<file path="config.mk">
export PLATFORM = sky130hd
export DESIGN_NAME = dot_update_queue
export DESIGN_NICKNAME = d
export VERILOG_FILES = /design/src/rtl/dot_update_queue.sv
export SDC_FILE = /design/constraint.sdc
export NUM_CORES = 2
export LEC_CHECK = 0
export BUFFER_PORTS_ARGS = -buffer_cell sky130_fd_sc_hd__buf_2
export CORE_MARGIN = 1
export CORE_UTILIZATION = 41
export CTS_CLUSTER_DIAMETER = 150
export DETAILED_ROUTE_END_ITERATION = 7
export GPL_TIMING_DRIVEN = 1
export PLACE_DENSITY = 0.61
export SETUP_SLACK_MARGIN = 0.2
export SKIP_LAST_GASP = 1
export SYNTH_ARGS = -nofsm -noshare
export SYNTH_HDL_FRONTEND = slang
export SYNTH_SLANG_ARGS = --single-unit
</file>
<file path="constraint.sdc">
create_clock -name clk -period 3.85 [get_ports clk]
set_clock_uncertainty 0.1 [all_clocks]
set_input_delay 0.385 -clock clk [delete_from_list [all_inputs] [get_ports clk]]
set_output_delay 0.385 -clock clk [all_outputs]
set_load 0.005 [all_outputs]
</file>
<file path="src/rtl/dot_update_queue.sv">
// Buffers processor dot-position writes and replays them to the VGA pixel stage only after
// a frame-end pulse, holding each replayed write for one full pixel-clock period.
module dot_update_queue #(
    parameter int NUM_DOTS   = 38,
    parameter int FIFO_DEPTH = 64,
    parameter int HOLD_CYC   = 4,
    parameter int MAX_X      = 639,
    parameter int MAX_Y      = 479
) (
    input  logic        clk,
    input  logic        reset,
    input  logic        wr_valid,
    input  logic [31:0] wr_id,
    input  logic [31:0] wr_x,
    input  logic [31:0] wr_y,
    output logic        wr_ready,
    input  logic        frame_end,
    input  logic        clear_flags,
    output logic        dotWren,
    output logic        is_Yloc,
    output logic [31:0] dotID,
    output logic [31:0] dotLoc,
    output logic        busy,
    output logic        frame_tick,
    output logic        overflow,
    output logic        bad_id
);

    localparam int AW = $clog2(FIFO_DEPTH);
    localparam int HW = $clog2(HOLD_CYC + 1);
    localparam logic [9:0]    X_LIM     = 10'(MAX_X);
    localparam logic [8:0]    Y_LIM     = 9'(MAX_Y);
    localparam logic [AW-1:0] PTR_ONE   = AW'(1);
    localparam logic [AW:0]   CNT_ONE   = (AW + 1)'(1);
    localparam logic [HW-1:0] HOLD_ONE  = HW'(1);
    localparam logic [HW-1:0] HOLD_LAST = HW'(HOLD_CYC - 1);

    typedef enum logic [1:0] {IDLE, POP, WR_X, WR_Y} state_t;

    typedef struct packed {
        logic [5:0] id;
        logic [9:0] x;
        logic [8:0] y;
    } entry_t;

    entry_t        mem [FIFO_DEPTH];
    entry_t        wr_ent;
    entry_t        head;
    logic [AW-1:0] wr_ptr;
    logic [AW-1:0] rd_ptr;
    logic [AW:0]   count;
    logic          full;
    logic          id_ok;
    logic          push;
    logic          pop;
    logic          fe_q;
    logic          fe_rise;
    logic          tick_pend;
    state_t        state;
    logic [AW:0]   budget;
    logic [HW-1:0] hold_cnt;
    logic [8:0]    y_hold;
    logic          unused_hi_bits;

    assign unused_hi_bits = ^{wr_x[31:10], wr_y[31:9]};

    // Depth is a power of two, so the count MSB alone marks "full".
    assign full     = count[AW];
    assign wr_ready = ~full;
    assign id_ok    = (wr_id < 32'(NUM_DOTS));
    assign push     = wr_valid & ~full & id_ok;
    assign pop      = (state == POP);
    assign fe_rise  = frame_end & ~fe_q;
    assign head     = mem[rd_ptr];

    always_comb begin
        wr_ent    = '0;
        wr_ent.id = wr_id[5:0];
        wr_ent.x  = (wr_x[9:0] > X_LIM) ? X_LIM : wr_x[9:0];
        wr_ent.y  = (wr_y[8:0] > Y_LIM) ? Y_LIM : wr_y[8:0];
    end

    always_ff @(posedge clk) begin
        if (push) begin
            mem[wr_ptr] <= wr_ent;
        end
    end

    always_ff @(posedge clk or posedge reset) begin
        if (reset) begin
            wr_ptr <= '0;
            rd_ptr <= '0;
            count  <= '0;
        end else begin
            if (push) begin
                wr_ptr <= wr_ptr + PTR_ONE;
            end
            if (pop) begin
                rd_ptr <= rd_ptr + PTR_ONE;
            end
            case ({push, pop})
                2'b10:   count <= count + CNT_ONE;
                2'b01:   count <= count - CNT_ONE;
                default: count <= count;
            endcase
        end
    end

    // A flag being set this cycle takes precedence over clear_flags.
    always_ff @(posedge clk or posedge reset) begin
        if (reset) begin
            overflow <= 1'b0;
            bad_id   <= 1'b0;
            fe_q     <= 1'b0;
        end else begin
            fe_q <= frame_end;
            if (wr_valid & full) begin
                overflow <= 1'b1;
            end else if (clear_flags) begin
                overflow <= 1'b0;
            end
            if (wr_valid & ~full & ~id_ok) begin
                bad_id <= 1'b1;
            end else if (clear_flags) begin
                bad_id <= 1'b0;
            end
        end
    end

    // Only the entries present at the frame-end edge are drained (budget snapshot).
    always_ff @(posedge clk or posedge reset) begin
        if (reset) begin
            state      <= IDLE;
            budget     <= '0;
            hold_cnt   <= '0;
            y_hold     <= '0;
            tick_pend  <= 1'b0;
            dotWren    <= 1'b0;
            is_Yloc    <= 1'b0;
            dotID      <= '0;
            dotLoc     <= '0;
            busy       <= 1'b0;
            frame_tick <= 1'b0;
        end else begin
            frame_tick <= 1'b0;
            tick_pend  <= 1'b0;
            case (state)
                IDLE: begin
                    if (tick_pend) begin
                        frame_tick <= 1'b1;
                    end
                    if (fe_rise) begin
                        budget <= count;
                        if (count == '0) begin
                            tick_pend <= 1'b1;
                        end else begin
                            state <= POP;
                            busy  <= 1'b1;
                        end
                    end
                end
                POP: begin
                    budget   <= budget - CNT_ONE;
                    y_hold   <= head.y;
                    dotID    <= 32'(head.id);
                    dotLoc   <= 32'(head.x);
                    is_Yloc  <= 1'b0;
                    dotWren  <= 1'b1;
                    hold_cnt <= '0;
                    state    <= WR_X;
                end
                WR_X: begin
                    if (hold_cnt == HOLD_LAST) begin
                        hold_cnt <= '0;
                        is_Yloc  <= 1'b1;
                        dotLoc   <= 32'(y_hold);
                        state    <= WR_Y;
                    end else begin
                        hold_cnt <= hold_cnt + HOLD_ONE;
                    end
                end
                WR_Y: begin
                    if (hold_cnt == HOLD_LAST) begin
                        hold_cnt <= '0;
                        dotWren  <= 1'b0;
                        is_Yloc  <= 1'b0;
                        if (budget != '0) begin
                            state <= POP;
                        end else begin
                            state      <= IDLE;
                            busy       <= 1'b0;
                            frame_tick <= 1'b1;
                            dotID      <= '0;
                            dotLoc     <= '0;
                        end
                    end else begin
                        hold_cnt <= hold_cnt + HOLD_ONE;
                    end
                end
                default: state <= IDLE;
            endcase
        end
    end

endmodule
</file>
Word level (Yosys, flattened, before mapping)
Memory sizes are Yosys's and may differ from the RTL's.
Cells that the tools add are included.
{ "op_classes": {"add_sub_neg": 6, "order_cmp": 3, "reduce_logical": 19, "n_bitwise": 8, "n_mux": 39, "eq_ne": 11} }
{ "ops": {"columns": ["operator", "count"], "rows": [
  ["2-to-1 mux 32 bit", 3],
  ["case mux 32 bit (3 select lines)", 1],
  ["case mux 32 bit (2 select lines)", 1],
  ["less-than comparator 32 x 6 -> 1 bit, second input constant", 1],
  ["case mux 7 bit (2 select lines)", 2],
  ["2-to-1 mux 1 bit", 18],
  ["nonzero test 2 bit", 7],
  ["subtractor 7 x 1 -> 7 bit, second input constant", 2],
  ["adder 6 x 1 -> 6 bit, second input constant", 2],
  ["greater-than comparator 10 bit, second input constant", 1],
  ["2-to-1 mux 10 bit", 1],
  ["!= test 2 bit, second input constant", 5],
  ["greater-than comparator 9 bit, second input constant", 1],
  ["2-to-1 mux 9 bit", 1],
  ["2-to-1 mux 2 bit", 4],
  ["case mux 2 bit (4 select lines)", 1],
  ["AND reduction 4 bit", 2],
  ["adder 7 x 1 -> 7 bit, second input constant", 1],
  ["zero test 7 bit", 1],
  ["2-to-1 mux 7 bit", 1],
  ["nonzero test 7 bit", 1],
  ["equality test 2 bit, second input constant", 3],
  ["case mux 1 bit (2 select lines)", 3],
  ["case mux 3 bit (2 select lines)", 1],
  ["13 further kinds", 22]
]} }
{ "word_totals": {"word_cells": 104, "inputBits": 101, "register_bits": 112, "ram_bits": 1600, "out_inout_bits": 71, "n_memories": 1} }
{ "mem_list": {"columns": ["name", "words", "width", "read_ports", "rd_clocked_by_memory_dff", "wr", "line", "text"], "rows": [
  ["mem", 64, 25, 1, 0, 1, "46", "entry_t mem [FIFO_DEPTH];"]
]} }

Depth between registers and ports, before layout
{ "depth": {"ltp_word": 5, "ltp_mapped": 14, "mapped_depth_nobuf": 13} }

Worst setup path before layout
OpenSTA, ideal clock, no wires.
{ "synth_path": {"path_type": "input port to flip-flop", "start": "input wr_id[6]", "end": "register count[6]", "arrival_time_ns": 3.405, "setup_time_ns": 0.080, "setup_slack_ns": 0.265, "n_path_buf": 1, "t_required_ns": 3.670, "cell_stages": 14, "path_cell_list": "nor4_1 > nand3_1 > nor4_4 > inv_1 > ha_1 > buf_1 > xor2_1 > ha_1 > or3_1 > a21oi_1 > nor3_1 > or3_1 > a31oi_1 > xnor2_1"} }
{ "synth_via": {"elab_chain_cells": 4, "word_cells_on_any_way": 6} }
{ "synth_lines": {"columns": ["element", "line", "text"], "rows": [
  ["from (decl)", "13", "input logic [31:0] wr_id,"],
  ["less-than comparator 32 x 6 -> 1 bit *", "70", "assign id_ok = (wr_id < 32'(NUM_DOTS));"],
  ["AND 1 bit *", "71", "assign push = wr_valid & ~full & id_ok;"],
  ["equality test 2 x 1 -> 1 bit or equality test 2 bit (tied branches)", "101", "case ({push, pop})"],
  ["case mux 7 bit (2 select lines) or nonzero test 2 bit (tied branches)", null, null],
  ["to (signal assigned)", "102", "2'b10: count <= count + CNT_ONE;"],
  ["to (signal assigned)", "103", "2'b01: count <= count - CNT_ONE;"],
  ["to (signal assigned)", "104", "default: count <= count;"],
  ["to (decl)", "51", "logic [AW:0] count;"]
]} }
Mark *: on every way between the ends. The rest lies on a longest branch, timed or not.
A chain may end at the register's enable or synchronous reset.

Final worst setup path
{ "layout_path": {"start": "input wr_id[4]", "end": "memory mem[42][18] (netlist name), enable pin"} }
{ "layout_via": {"elab_chain_cells": 4} }
{ "layout_lines": {"columns": ["element", "line", "text"], "rows": [
  ["less-than comparator 32 x 6 -> 1 bit", "70", null],
  ["AND 1 bit", "71", null],
  ["2-to-1 mux 1 bit", "84", "if (push) begin"],
  ["2-to-1 mux 1 bit (not written as such)", "85", "mem[wr_ptr] <= wr_ent;"],
  ["to (decl)", "46", null]
]} }
No other way between the ends.

==> flow_summary.toml <==
[clocking]
numCtsBuffers = 169
cts_root_buf = "clkbuf_16"
insertion_delay_ns = 0.80
cts_buffer_depth = 3
clk_pin_slew_ns = 0.06
cts.sinks = 1664
ctsHtreeMaxLevel = 4
cts_tree = "yes"

[route]
post-route-drc-count = 0
drtAntennaViolNets = 0
wirelength_um = 169000
firstDrtPassIters = 5
via_per_inst = 5.75
routed-via-count = 32700
wl_per_cell_um = 29.7
drt-initial-drc-count = 3883

[timing]
worst_slew_pin_slew_ns = 1.28
finalSetupViolCount = 0
tns_ns = 0
rsz0062_at_grt = "yes"
hold_viol = 0
slew_viol_final = 0
period_minus_slack_ns = 3.58
timing.fmax_mhz = 279
hold_ws_ns = 0.150
slew_headroom_pct = 14.8
finalCritPeriodShare_pct = 93.1

[power]
power_density_nw_per_um2 = 687
total_power_uw = 51500
p_leak_uw = 0.0246
irDropWorstVdd_v = 0.000587

[yosys]
synth_cells = 3191
synth_sequential_area_ratio_pct = 75.9
synth_top_family_by_area = "multiplexers"
async_reset_ff_share_pct = 3.85
yosys.area_share.simple_pct = 2.52
synth_seq_cells = 1664
synth.cell_area_um2 = 65400
synth_cell_types = 65
synth.top_cell.area_share_pct = 73.5
synth_area_per_cell_um2 = 20.5
synth_top_cell_by_area = "edfxtp_1"
synth_edf_count = 1600
synth_compound_area_share_pct = 3.32
synth_fa_ha_area_share_pct = 0.230
synth_xor_area_share_pct = 0.281
synth_mux_area_share_pct = 15.5
yosys-top-cells-area = "edfxtp_1, mux4_2, mux2i_1, dfrtp_1, mux4_1"
ys_warn_count = 0
synth_flop_cell = "edfxtp_1"

[place]
globalplace.congestion = 0.927
portBuffers = 78
dp_hpwl_um = 99300
place_area_um2 = 69400

[layout]
drive_gt1_share_pct = 25.6
fin_nets = 3593
fill_cells = 12900
syn2layout_area_growth_pct = 14.6
layout_common_cells = "edfxtp_1, mux4_2, mux2i_1, clkbuf_16, buf_4"
fin_area_um2 = 74900
final_common_cell = "edfxtp_1"
n_antenna_cell = 0

[setup_path]
cp_max_fo = 25
worstSetupEndpointType = "flop"
arrival_ns = 3.88
crit_type = "in2reg"
crit_path_start_kind = "primary input"
required_ns = 4.14

[min_path]
hold_class = "in2reg"

[floorplan]
coreArea_um2 = 158000
io_pins = 172
fp.dieW_um = 401
die-area_um2 = 161000
die_h_um = 401
rows = 146
start_util_pct = 41.3

[grt]
grt.overflow.total = 0
grt_max_degree = 65
track_usage_pct = 20.8
grt_first_pass_wirelength_um = 238000
antenna_found_initial = 9
grt_pass1_vias = 32200

[status]
status = "finished clean"

[flow_run]
cap_violations = 0
critical path, stage by stage:
cell,delay [ns]
dlygate4sd3_1,0.54
buf_2,0.27
a211oi_1,0.31
nor2b_2,0.22
nor4_4,0.32
buf_4,0.29
and2b_1,0.24
nand2_1,0.17
buf_4,0.25
nor2_4,0.79
final cells by class:
cell class	count	area (um2)	share of cell area, %
clock buffer	229	4610	6.15
clock inverter	83	830	1.11
inverter	14	53.8	0.0718
multi-input combinational	1343	14800	19.7
sequential	1664	49700	66.3
tap	2072	2590	3.46
timing repair buffer	288	2380	3.18
final timing paths:
| kind | from | to | slack (ns) | depth (start not counted) |
|---|---|---|---|---|
| worst min-delay path | wr_y[5] | mem[30][5] | 0.15 | 2 |
| worst min register to register | dotID[5] | dotID[5] | 0.36 | 2 |
| max in group asynchronous | reset | dotLoc[0] | 2.50 | 4 |
| min in group asynchronous | reset | overflow | 0.25 | 3 |
| worst max-delay path | wr_id[4] | mem[42][18] | 0.27 | 10 |
| worst max register to register | count[6] | mem[42][18] | 0.58 | 8 |
logic make-up (layout without fill, tap and decap cells):
logic type,after synthesis,after routing
AO/OA/AOI/OAI,329,329
XOR/XNOR,21,21
adder cells (fa/ha/maj),12,12
buffers and inverters,232,614
flip-flops,1664,1664
multiplexers,583,583
other,1,48
AND/OR/NAND/NOR,349,350
what timing repair did:
action | 4_1_cts | 5_1_grt
setup buffers | 0 | 0
gates resized for setup | 0 | 2
hold buffers | 7 | 0
hold endpoints to repair | 67 | 0
setup endpoints to repair | 0 | 86
where the power goes:
| group | switching [uW] | total, uW | internal [uW] |
|---|---|---|---|
| Combinational | 8450 | 14500 | 6090 |
| Clock | 6880 | 16100 | 9230 |
| Sequential | 652 | 20800 | 20200 |
| Total | 16000 | 51500 | 35500 |
layer usage:
| layer | share of wire (%) | GRT usage [%] | vias to the layer above |
|---|---|---|---|
| li1 | - | - | 13700 |
| met2 | 47 | 32.7 | 1321 |
| met4 | 2.6 | 5.94 | 8 |
| met1 | 42 | 29.2 | 17500 |
| met5 | 0.027 | 0 | - |
| met3 | 7.9 | 4.62 | 242 |
synthesized netlist by cell type, types with 13 or more instances:
master    count
clkbuf_1     46
mux4_2      303
buf_4        87
a22oi_1      46
buf_2        58
mux2_2       16
buf_6        16
o22ai_1      53
a211oi_1     22
nand2b_1     27
nor2_1      118
nand2_1      94
nand3_1      25
a21oi_1      61
dfrtp_1      64
mux4_1       30
nor2b_1      19
o21ai_0      61
inv_1        13
mux2i_1     234
edfxtp_1   1600
flip-flops by register name, indices dropped and copies added (netlist names):
register and cells:
dotWren 1, mem 1600, tick_pend 1, is_Yloc 1, y_hold 9, rd_ptr 6
dotLoc 10, wr_ptr 6, bad_id 1, count 7, state 2, frame_tick 1
overflow 1, busy 1, hold_cnt 3, fe_q 1, dotID 6, budget 7
through the flow:
step / setup slack [ns] / utilization (%) / instances
after floorplan: 0.265 / - / 3238
after global placement: -0.00659 / 43.8 / 5373
after detailed placement: -0.0224 / 43.8 / 5373
after CTS: 0.227 / 47.3 / 5692
after global routing: 0.143 / 47.3 / 5693
final: 0.267 / 47.3 / 5693
No activity file was read; power rests on OpenSTA's default activity.
